`src/rtl/seg_display_if.sv`:
```
// Bus between the MMIO output register block and the 8-digit 7-segment scan controller.
// update is a one-cycle strobe with no back-pressure; mode_select/alu_result* are sampled only while it is high.
interface seg_display_if;
    logic        update;
    logic [3:0]  mode_select;
    logic [31:0] alu_result0;
    logic [31:0] alu_result1;
    logic [7:0]  seg_an;
    logic [7:0]  seg_cat;
    logic        page;

    modport master (
        output update, mode_select, alu_result0, alu_result1,
        input  seg_an, seg_cat, page
    );

    modport slave (
        input  update, mode_select, alu_result0, alu_result1,
        output seg_an, seg_cat, page
    );
endinterface

```
`src/rtl/seg_display_ctrl.sv`:
```
// Frame-synchronous scan controller for an 8-digit 7-segment display fed from MMIO result registers.
// Optional: define SEG_DP_PAGE_EN to light the digit-7 decimal point while page 1 is shown in auto mode.
module seg_display_ctrl #(
    parameter int SCAN_DIV    = 100000,
    parameter int PAGE_FRAMES = 400
) (
    input logic          clk,
    input logic          rst,
    seg_display_if.slave bus
);
    localparam int SW = (SCAN_DIV > 1) ? $clog2(SCAN_DIV) : 1;
    localparam int FW = $clog2(PAGE_FRAMES + 1);
    localparam logic [SW-1:0] SCAN_LAST  = SW'(SCAN_DIV - 1);
    localparam logic [FW-1:0] FRAME_LAST = FW'(PAGE_FRAMES - 1);
    localparam logic [3:0]    MODE_AUTO  = 4'd2;

    logic [SW-1:0] scan_q, scan_d;
    logic [2:0]    digit_q, digit_d;
    logic [FW-1:0] frame_q, frame_d;
    logic          page_q, page_d;
    logic          pend_q, pend_d;
    logic [3:0]    stg_mode_q, stg_mode_d, shd_mode_q, shd_mode_d;
    logic [31:0]   stg_r0_q, stg_r0_d, stg_r1_q, stg_r1_d;
    logic [31:0]   shd_r0_q, shd_r0_d, shd_r1_q, shd_r1_d;
    logic [7:0]    seg_an_q, seg_an_d, seg_cat_q, seg_cat_d;

    logic          frame_end;
    logic [3:0]    next_mode;
    logic [31:0]   word;
    logic [3:0]    nib;
    logic [6:0]    glyph;
    logic          dp;

    function automatic logic [6:0] hex_glyph(input logic [3:0] v);
        case (v)
            4'h0: return 7'h40;  4'h1: return 7'h79;  4'h2: return 7'h24;  4'h3: return 7'h30;
            4'h4: return 7'h19;  4'h5: return 7'h12;  4'h6: return 7'h02;  4'h7: return 7'h78;
            4'h8: return 7'h00;  4'h9: return 7'h10;  4'hA: return 7'h08;  4'hB: return 7'h03;
            4'hC: return 7'h46;  4'hD: return 7'h21;  4'hE: return 7'h06;  default: return 7'h0E;
        endcase
    endfunction

    always_comb begin
        scan_d     = scan_q;
        digit_d    = digit_q;
        frame_d    = frame_q;
        page_d     = page_q;
        pend_d     = pend_q;
        stg_mode_d = stg_mode_q;
        stg_r0_d   = stg_r0_q;
        stg_r1_d   = stg_r1_q;
        shd_mode_d = shd_mode_q;
        shd_r0_d   = shd_r0_q;
        shd_r1_d   = shd_r1_q;

        frame_end = (scan_q == SCAN_LAST) && (digit_q == 3'd7);
        next_mode = pend_q ? stg_mode_q : shd_mode_q;

        if (scan_q == SCAN_LAST) begin
            scan_d  = '0;
            digit_d = digit_q + 3'd1;
        end else begin
            scan_d  = scan_q + SW'(1);
        end

        // Shadow swap and page bookkeeping happen only at frame end so a frame never tears.
        if (frame_end) begin
            if (pend_q) begin
                shd_mode_d = stg_mode_q;
                shd_r0_d   = stg_r0_q;
                shd_r1_d   = stg_r1_q;
                pend_d     = 1'b0;
            end
            if ((shd_mode_q == MODE_AUTO) && (next_mode == MODE_AUTO)) begin
                if (frame_q == FRAME_LAST) begin
                    frame_d = '0;
                    page_d  = ~page_q;
                end else begin
                    frame_d = frame_q + FW'(1);
                end
            end else begin
                frame_d = '0;
                page_d  = 1'b0;
            end
        end

        // Staging capture comes after the swap so a coinciding update waits for the next frame end.
        if (bus.update) begin
            stg_mode_d = bus.mode_select;
            stg_r0_d   = bus.alu_result0;
            stg_r1_d   = bus.alu_result1;
            pend_d     = 1'b1;
        end

        case (shd_mode_q)
            4'd0:    word = shd_r0_q;
            4'd1:    word = shd_r1_q;
            4'd2:    word = page_q ? shd_r1_q : shd_r0_q;
            4'd3:    word = {shd_r1_q[15:0], shd_r0_q[15:0]};
            default: word = {28'h0, shd_mode_q};
        endcase
        nib = word[{digit_q, 2'b00} +: 4];
        if ((shd_mode_q >= 4'd4) && (digit_q != 3'd0)) glyph = 7'h7F;
        else                                            glyph = hex_glyph(nib);

        dp = 1'b1;
`ifdef SEG_DP_PAGE_EN
        if ((shd_mode_q == MODE_AUTO) && page_q && (digit_q == 3'd7)) dp = 1'b0;
`else
        dp = 1'b1;
`endif

        seg_an_d  = (scan_q == '0) ? 8'hFF : ~(8'h01 << digit_q);
        seg_cat_d = {dp, glyph};
    end

    always_ff @(posedge clk or posedge rst) begin
        if (rst) begin
            scan_q     <= '0;
            digit_q    <= '0;
            frame_q    <= '0;
            page_q     <= 1'b0;
            pend_q     <= 1'b0;
            stg_mode_q <= '0;
            stg_r0_q   <= '0;
            stg_r1_q   <= '0;
            shd_mode_q <= '0;
            shd_r0_q   <= '0;
            shd_r1_q   <= '0;
            seg_an_q   <= 8'hFF;
            seg_cat_q  <= 8'hFF;
        end else begin
            scan_q     <= scan_d;
            digit_q    <= digit_d;
            frame_q    <= frame_d;
            page_q     <= page_d;
            pend_q     <= pend_d;
            stg_mode_q <= stg_mode_d;
            stg_r0_q   <= stg_r0_d;
            stg_r1_q   <= stg_r1_d;
            shd_mode_q <= shd_mode_d;
            shd_r0_q   <= shd_r0_d;
            shd_r1_q   <= shd_r1_d;
            seg_an_q   <= seg_an_d;
            seg_cat_q  <= seg_cat_d;
        end
    end

    assign bus.seg_an  = seg_an_q;
    assign bus.seg_cat = seg_cat_q;
    assign bus.page    = page_q;
endmodule
```
`src/flat_wrapper.sv`:
```
// flat-port wrapper written by rule: the top's interface ports become plain ports
module seg_display_ctrl_flat 
#(
    parameter int SCAN_DIV    = 100000,
    parameter int PAGE_FRAMES = 400
)
  (clk, rst, bus_update, bus_mode_select, bus_alu_result0, bus_alu_result1, bus_seg_an, bus_seg_cat, bus_page);
  seg_display_if bus_i ();
  input logic clk;
  input logic rst;
  input wire logic [$bits(bus_i.update)-1:0] bus_update;
  input wire logic [$bits(bus_i.mode_select)-1:0] bus_mode_select;
  input wire logic [$bits(bus_i.alu_result0)-1:0] bus_alu_result0;
  input wire logic [$bits(bus_i.alu_result1)-1:0] bus_alu_result1;
  output wire logic [$bits(bus_i.seg_an)-1:0] bus_seg_an;
  output wire logic [$bits(bus_i.seg_cat)-1:0] bus_seg_cat;
  output wire logic [$bits(bus_i.page)-1:0] bus_page;
  assign bus_i.update = bus_update;
  assign bus_i.mode_select = bus_mode_select;
  assign bus_i.alu_result0 = bus_alu_result0;
  assign bus_i.alu_result1 = bus_alu_result1;
  assign bus_seg_an = bus_i.seg_an;
  assign bus_seg_cat = bus_i.seg_cat;
  assign bus_page = bus_i.page;
  seg_display_ctrl #(.SCAN_DIV(SCAN_DIV), .PAGE_FRAMES(PAGE_FRAMES)) u_core (.clk(clk), .rst(rst), .bus(bus_i));
endmodule
```
`config.mk`:
```
export PLATFORM = sky130hd
export DESIGN_NAME = seg_display_ctrl_flat
export DESIGN_NICKNAME = d
export VERILOG_FILES = /design/src/rtl/seg_display_if.sv /design/src/rtl/seg_display_ctrl.sv /design/src/flat_wrapper.sv
export SDC_FILE = /design/constraint.sdc
export NUM_CORES = 1
export LEC_CHECK = 0
export ABC_AREA = 1
export CAP_MARGIN = 20
export CORE_MARGIN = 3
export CORE_UTILIZATION = 35
export CTS_BUF_LIST = sky130_fd_sc_hd__clkbuf_8
export CTS_CLUSTER_DIAMETER = 150
export DETAILED_ROUTE_END_ITERATION = 10
export GPL_TIMING_DRIVEN = 0
export PLACE_DENSITY = 0.62
export SYNTH_ARGS = -nofsm -noshare
export SYNTH_HDL_FRONTEND = slang
export SYNTH_SLANG_ARGS = --single-unit
```
`constraint.sdc`:
```
create_clock -name clk -period 6.8 [get_ports clk]
set_input_delay 1.7 -clock clk [delete_from_list [all_inputs] [get_ports clk]]
set_output_delay 1.7 -clock clk [all_outputs]
set_load 0.05 [all_outputs]
```
# Yosys cells after proc, flatten, opt, wreduce, memory -nomap -nowiden
# Memories as Yosys holds them, arrays and structs flattened.
# Index checks and enable logic that the tools add are counted.
[totals]
ff_bits = 182
mem_bits_ro = 112
inputBits = 71
out_inout_bits = 17
wordCells = 51
n_memories = 1
[op_classes]
add_sub_neg = 3
order_cmp = 1
eq_ne = 8
n_shift = 2
n_mux = 12
bitwise_logic = 2
n_reduce_logical = 9
[memory_table]
columns = ["name", "depth", "word_bits", "read_ports", "rd_clocked_by_memory_dff", "wr", "line_no", "rtl"]
rows = [
  ["(no name shown)", 16, 7, 1, 0, 0, "seg_display_ctrl.sv:35", "case (v)"],
]
[op_table]
columns = ["operator", "count"]
rows = [
  ["one-hot mux 32 bit (4 select lines)", 1],
  ["2-to-1 mux 32 bit", 1],
  ["variable part select 32 x 6 -> 4 bit", 1],
  ["2-to-1 mux 9 bit", 2],
  ["adder 17 x 1 -> 17 bit, second input constant", 1],
  ["equality test 17 bit, second input constant", 1],
  ["zero test 17 bit", 1],
  ["2-to-1 mux 17 bit", 1],
  ["equality test 4 x 2 -> 1 bit, second input constant", 3],
  ["adder 9 x 1 -> 9 bit, second input constant", 1],
  ["equality test 9 bit, second input constant", 1],
  ["2-to-1 mux 8 bit", 1],
  ["inverter 8 bit", 1],
  ["<< shifter 1 x 3 -> 8 bit, first input constant", 1],
  ["2-to-1 mux 7 bit", 1],
  ["equality test 4 x 1 -> 1 bit, second input constant", 1],
  ["greater-or-equal comparator 4 x 3 -> 1 bit, second input constant", 1],
  ["zero test 4 bit", 1],
  ["2-to-1 mux 1 bit", 4],
  ["2-to-1 mux 4 bit", 1],
  ["AND reduction 2 bit", 2],
  ["adder 3 x 1 -> 3 bit, second input constant", 1],
  ["equality test 3 bit, second input constant", 1],
  ["logical AND 1 bit", 3],
  ["4 further kinds", 4],
]

# Longest topological paths before layout
[logic_depth]
depth_word = 5
ltp_mapped = 18
ltp_nobuf = 16

# Least setup slack after synthesis
# No wires, ideal clock.
[synth_timing]
path_type = "input port to flip-flop"
from = "in bus_update"
to = "reg u_core.pend_q"
setup_time_ps = 142
arrival_ps = 2590
required_time_ps = 6658
slack_ps = 4067
stages = 5
path_buffers = 3
cell_sequence = "clkbuf_1 inv_1 clkbuf_1 buf_1 o21ai_0"
[synth_between]
elab_chain_len = 1
word_cells_on_any_way = 2
cone_classes = "1 x mux; 1 x reduce/logical"
[synth_rtl]
columns = ["element", "line_no", "rtl"]
rows = [
  ["start, declared", "flat_wrapper.sv:11", "input wire logic [$bits(bus_i.update)-1:0] bus_update;"],
  ["2-to-1 mux 1 bit or nonzero test 2 bit (tied branches)", "-", ""],
  ["end signal, assigned", "seg_display_ctrl.sv:137", "pend_q <= pend_d;"],
  ["end, declared", "seg_display_ctrl.sv:21", "logic pend_q, pend_d;"],
]
# Parallel ways exist; a longest one is shown, timed or not.
# A chain may end at the register's enable or synchronous reset.

# Worst setup path in the final report
[layout_timing]
from = "reg u_core.page_q, in the netlist u_core.bus.page"
to = "out bus_page"
[layout_rtl]
columns = ["element", "line_no", "rtl"]
rows = [
  ["start, declared", "seg_display_ctrl.sv:20", "logic page_q, page_d;"],
  ["start signal, assigned", "seg_display_ctrl.sv:136", "page_q <= page_d;"],
  ["end, declared", "flat_wrapper.sv:17", "output wire logic [$bits(bus_i.page)-1:0] bus_page;"],
]
# No word-level cell between the ends.

==> metrics.txt <==
# TYPE chip_impl_metric gauge
chip_impl_info{name="status",value="finished, final reports clean"} 1
chip_impl_metric{name="worst_slew_pin_slew",unit="ns"} 0.7593
chip_impl_metric{name="globalRouteOverflowTotal",unit=""} 0
chip_impl_metric{name="crit_buf_inv",unit=""} 1
chip_impl_metric{name="drc_errors",unit=""} 0
chip_impl_info{name="cp_top_family",value="buffers and inverters"} 1
chip_impl_metric{name="detailedPlace.worstSlack",unit="ns"} 3.180
chip_impl_metric{name="quantity_of_hold_fixing_buffers_added_after_cts",unit=""} 0
chip_impl_metric{name="fp.dieH",unit="µm"} 164.1
chip_impl_metric{name="cts.repair_timing.setup_buffer_count",unit=""} 0
chip_impl_metric{name="combinationalPowerShare",unit="%"} 5.9
chip_impl_info{name="post_synth_main_area_contributors",value="dfrtp_1, nand2_1, inv_1, dfstp_2, mux2i_1"} 1
chip_impl_info{name="worst_path_cell_with_the_longest_stage_delay",value="clkdlybuf4s50_1"} 1
chip_impl_metric{name="die_w",unit="µm"} 164.1
chip_impl_metric{name="track_usage",unit="%"} 16.08
chip_impl_metric{name="yosys_warnings",unit=""} 0
chip_impl_info{name="hold_class",value="flip-flop to flip-flop"} 1
chip_impl_metric{name="synth_top_area_share",unit="%"} 47.76
chip_impl_metric{name="cap_violations",unit=""} 0
chip_impl_metric{name="setup.reg_to_reg.worst_slack",unit="ns"} 4.03
chip_impl_metric{name="drt_pre_antenna_iters",unit=""} 5
chip_impl_metric{name="finish.net_count",unit=""} 1275
chip_impl_info{name="timing_worst_setup_path_type",value="flip-flop to output port"} 1
chip_impl_metric{name="fraction_of_layout_cells_with_a_size_suffix_above_1",unit="%"} 7.155
chip_impl_metric{name="worst_hold_slack",unit="ns"} 0.4824
chip_impl_metric{name="cts.sinks",unit=""} 182
chip_impl_metric{name="num-fill-cells",unit=""} 2482
chip_impl_metric{name="grt_first_pass_wirelength",unit="mm"} 34.16
chip_impl_info{name="grt_setup_unrepaired",value="false"} 1
chip_impl_info{name="tritoncts",value="done"} 1
chip_impl_metric{name="period_share",unit="%"} 51.84
chip_impl_metric{name="synth.yosys.seq_area_share",unit="%"} 52.26
chip_impl_info{name="cp-end-kind",value="output port"} 1
chip_impl_metric{name="core.rowCount",unit=""} 57
chip_impl_metric{name="final-hold-violation-count",unit=""} 0
chip_impl_metric{name="detailed_place_hpwl",unit="mm"} 15.12
chip_impl_metric{name="grt_pass1_vias",unit=""} 6736
chip_impl_metric{name="path_max_fanout",unit=""} 6
chip_impl_metric{name="design.die.area",unit="mm²"} 0.02694
chip_impl_metric{name="report.final.slew_viol_count",unit=""} 0
chip_impl_metric{name="drt.antenna.violating_nets",unit=""} 0
chip_impl_metric{name="htree_num_levels",unit=""} 4
chip_impl_metric{name="synthDistinctLibCells",unit=""} 35
chip_impl_metric{name="cts_inserted_buffers",unit=""} 17
chip_impl_metric{name="placement.io_buffers",unit=""} 85
chip_impl_metric{name="pwr_density_cell",unit="mW/mm²"} 194.3
chip_impl_metric{name="synth_fp_nets",unit=""} 1170
chip_impl_metric{name="finalNonFillerCells",unit=""} 1526
chip_impl_metric{name="worst-endpoint-required",unit="ns"} 5.10
chip_impl_metric{name="num_vias",unit=""} 6921
chip_impl_metric{name="core",unit="mm²"} 0.02446
chip_impl_metric{name="relSlewSlack",unit="%"} 49.38
chip_impl_metric{name="top_level_ports",unit=""} 88
chip_impl_info{name="yosysTopAreaCell",value="dfrtp_1"} 1
chip_impl_info{name="top_layer_used",value="met4"} 1
chip_impl_metric{name="sequential_power_share",unit="%"} 56.1
chip_impl_metric{name="worstPathArrival",unit="ns"} 1.83
chip_impl_metric{name="clock_slew_at_reported_path_ffs",unit="ns"} 0.10
chip_impl_metric{name="power.static_leakage",unit="µW"} 0.005473
chip_impl_metric{name="met2WireLength",unit="mm"} 9.635
chip_impl_metric{name="internal-power",unit="µW"} 1502
chip_impl_metric{name="place.detailed.instances",unit=""} 1494
chip_impl_metric{name="p_total",unit="µW"} 2032
chip_impl_metric{name="clock_path_buffers",unit=""} 2
chip_impl_metric{name="syn-instance-count",unit=""} 1084
chip_impl_metric{name="setup_viol",unit=""} 0
chip_impl_metric{name="routabilityCongestion",unit=""} 0.8920
chip_impl_metric{name="finish.instance_area",unit="mm²"} 0.01046
chip_impl_metric{name="cp_slowest_stage_delay",unit="ns"} 0.86
chip_impl_metric{name="syn_avg_cell_area",unit="µm²"} 8.073
chip_impl_metric{name="timing.final.ws_setup",unit="ns"} 3.275
chip_impl_metric{name="max_freq",unit="GHz"} 0.2837
chip_impl_metric{name="areaGrowthSynthToFinish",unit="%"} 19.52
chip_impl_metric{name="start_util",unit="%"} 35.77
chip_impl_metric{name="power.share.clock",unit="%"} 37.9
chip_impl_metric{name="final_period_minus_worst_setup_slack",unit="ns"} 3.525
chip_impl_metric{name="finalClockSkew",unit="ns"} 0.02071
chip_impl_metric{name="wl_met3",unit="µm"} 772
chip_impl_metric{name="netSwitchingPower",unit="µW"} 529.8
chip_impl_metric{name="grt_antenna_before_repair",unit=""} 0
chip_impl_metric{name="wirelength",unit="mm"} 20.51
chip_impl_metric{name="via_per_inst",unit=""} 4.535
chip_impl_metric{name="antenna_cells",unit=""} 0
chip_impl_metric{name="cts.repair.resized",unit=""} 0
chip_impl_metric{name="ir_worst_vdd",unit="mV"} 0.09801
chip_impl_info{name="worst_setup_path_start_kind",value="flip-flop"} 1
chip_impl_info{name="clock-root-buffer",value="clkbuf_8"} 1
chip_impl_metric{name="placed_area",unit="mm²"} 0.01004
chip_impl_metric{name="clock_insertion_delay_worst_skew",unit="ns"} 0.48
chip_impl_metric{name="detailedRoute.firstIterationViolations",unit=""} 420
chip_impl_metric{name="yosys_register_bits",unit=""} 182
chip_impl_metric{name="drt-wirelength-per-cell",unit="µm"} 13.44
chip_impl_metric{name="swShare",unit="%"} 26.07
chip_impl_metric{name="post_synth_instance_area",unit="mm²"} 0.008751
chip_impl_info{name="path_cells",value="clkdlybuf4s50_1"} 1
chip_impl_metric{name="grt_start_max_net_pins",unit=""} 111
chip_impl_metric{name="met1_length",unit="mm"} 9.817
-- cell usage in the layout, fill, tap and decap left out, types with 7 or more instances in the layout --
master           netlist  final
nor4_1                 7      7
dfrtp_1              167    167
a21oi_1               45     45
dfstp_2               15     15
nand2_1              367    367
nor2_1                92     92
clkdlybuf4s50_1        0     85
mux2i_1               37     37
clkbuf_1              13     13
nand3_1               55     55
ha_1                  15     15
inv_1                153    152
o21ai_0               46     46
buf_2                 11     11
clkbuf_8               0     19
-- state kept, by name (all words and copies together) (netlist names), 4 cells and up --
signal and count:
u_core.shd_r0_q 32, u_core.shd_r1_q 32, u_core.stg_r0_q 32, u_core.stg_r1_q 32, u_core.scan_q 17, u_core.frame_q 9, u_core.bus.seg_an 8, u_core.bus.seg_cat 7
u_core.shd_mode_q 4, u_core.stg_mode_q 4
-- through the flow --
step	TNS [ns]	utilization, %
after floorplan	0	-
after global placement	-403.36	40.91
after detailed placement	0	41.05
after CTS	0	42.75
after global routing	0	42.75
final	0	42.75
-- final cells by class --
class                           count  area (µm²)  share of cell area, %
Multi-Input combinational cell    705        3369                  32.22
Tap cell                          324       405.4                  3.876
Inverter                          157       596.8                  5.706
Clock inverter                     13       155.1                  1.483
Timing Repair Buffer               86       878.3                  8.398
Clock buffer                       19       261.5                  2.500
Sequential cell                   182        4573                  43.73
Buffer                             40       219.0                  2.094
-- cell families (layout without fill, tap and decap cells) --
group	Yosys count	count (layout)	synth area share (%)
adder cells (fa/ha/maj)	15	15	2.145
XOR/XNOR	5	5	0.5004
AO/OA/AOI/OAI	100	100	5.919
multiplexers	37	37	4.232
other	1	1	0.04285
AND/OR/NAND/NOR	547	547	25.66
buffers and inverters	197	315	9.236
flip-flops	182	182	52.26
-- Yosys cell counts (all sizes together) --
cell and n:
xor2 5, ha 15, o211ai 1, dfrtp 167, mux2i 37, inv 155, conb 1, nand3 57
o21ai 46, nand3b 2, clkinv 2, buf 25, nand2 372, nor3 6, a31oi 4, dfstp 15
o21bai 1, nor2 97, o21a 2, a21oi 45, nand4 6, nor4 7, clkbuf 15, o31ai 1
-- power groups by stage --
stage               registers, µW  clock network [µW]  logic, µW
finish                       1140                 771        120
global route                 1150                 835        139
CTS                          1140                 789        125
detailed placement           1160                   0        125
global placement             1160                   0        120
floorplan                    1150                   0       61.6
-- per-layer routing --
layer,track usage (%),up-vias
li1,-,3541
met1,22.37,3222
met2,26.10,139
met3,2.497,19
met4,4.498,0
met5,0,-
-- worst paths after layout --
| kind | to | cells after the start | start |
|---|---|---|---|
| min reg2reg | u_core.stg_r0_q[29] | 2 | u_core.stg_r0_q[29] |
| max in group asynchronous | u_core.bus.seg_cat[5] | 3 | rst |
| max | bus_page | 1 | u_core.bus.page |
| min in group asynchronous | u_core.stg_mode_q[3] | 2 | rst |
| min | u_core.stg_r0_q[29] | 2 | u_core.stg_r0_q[29] |
| max reg2reg | u_core.bus.seg_cat[3] | 14 | u_core.digit_q[0] |
Power figures use the tool's default switching activity.
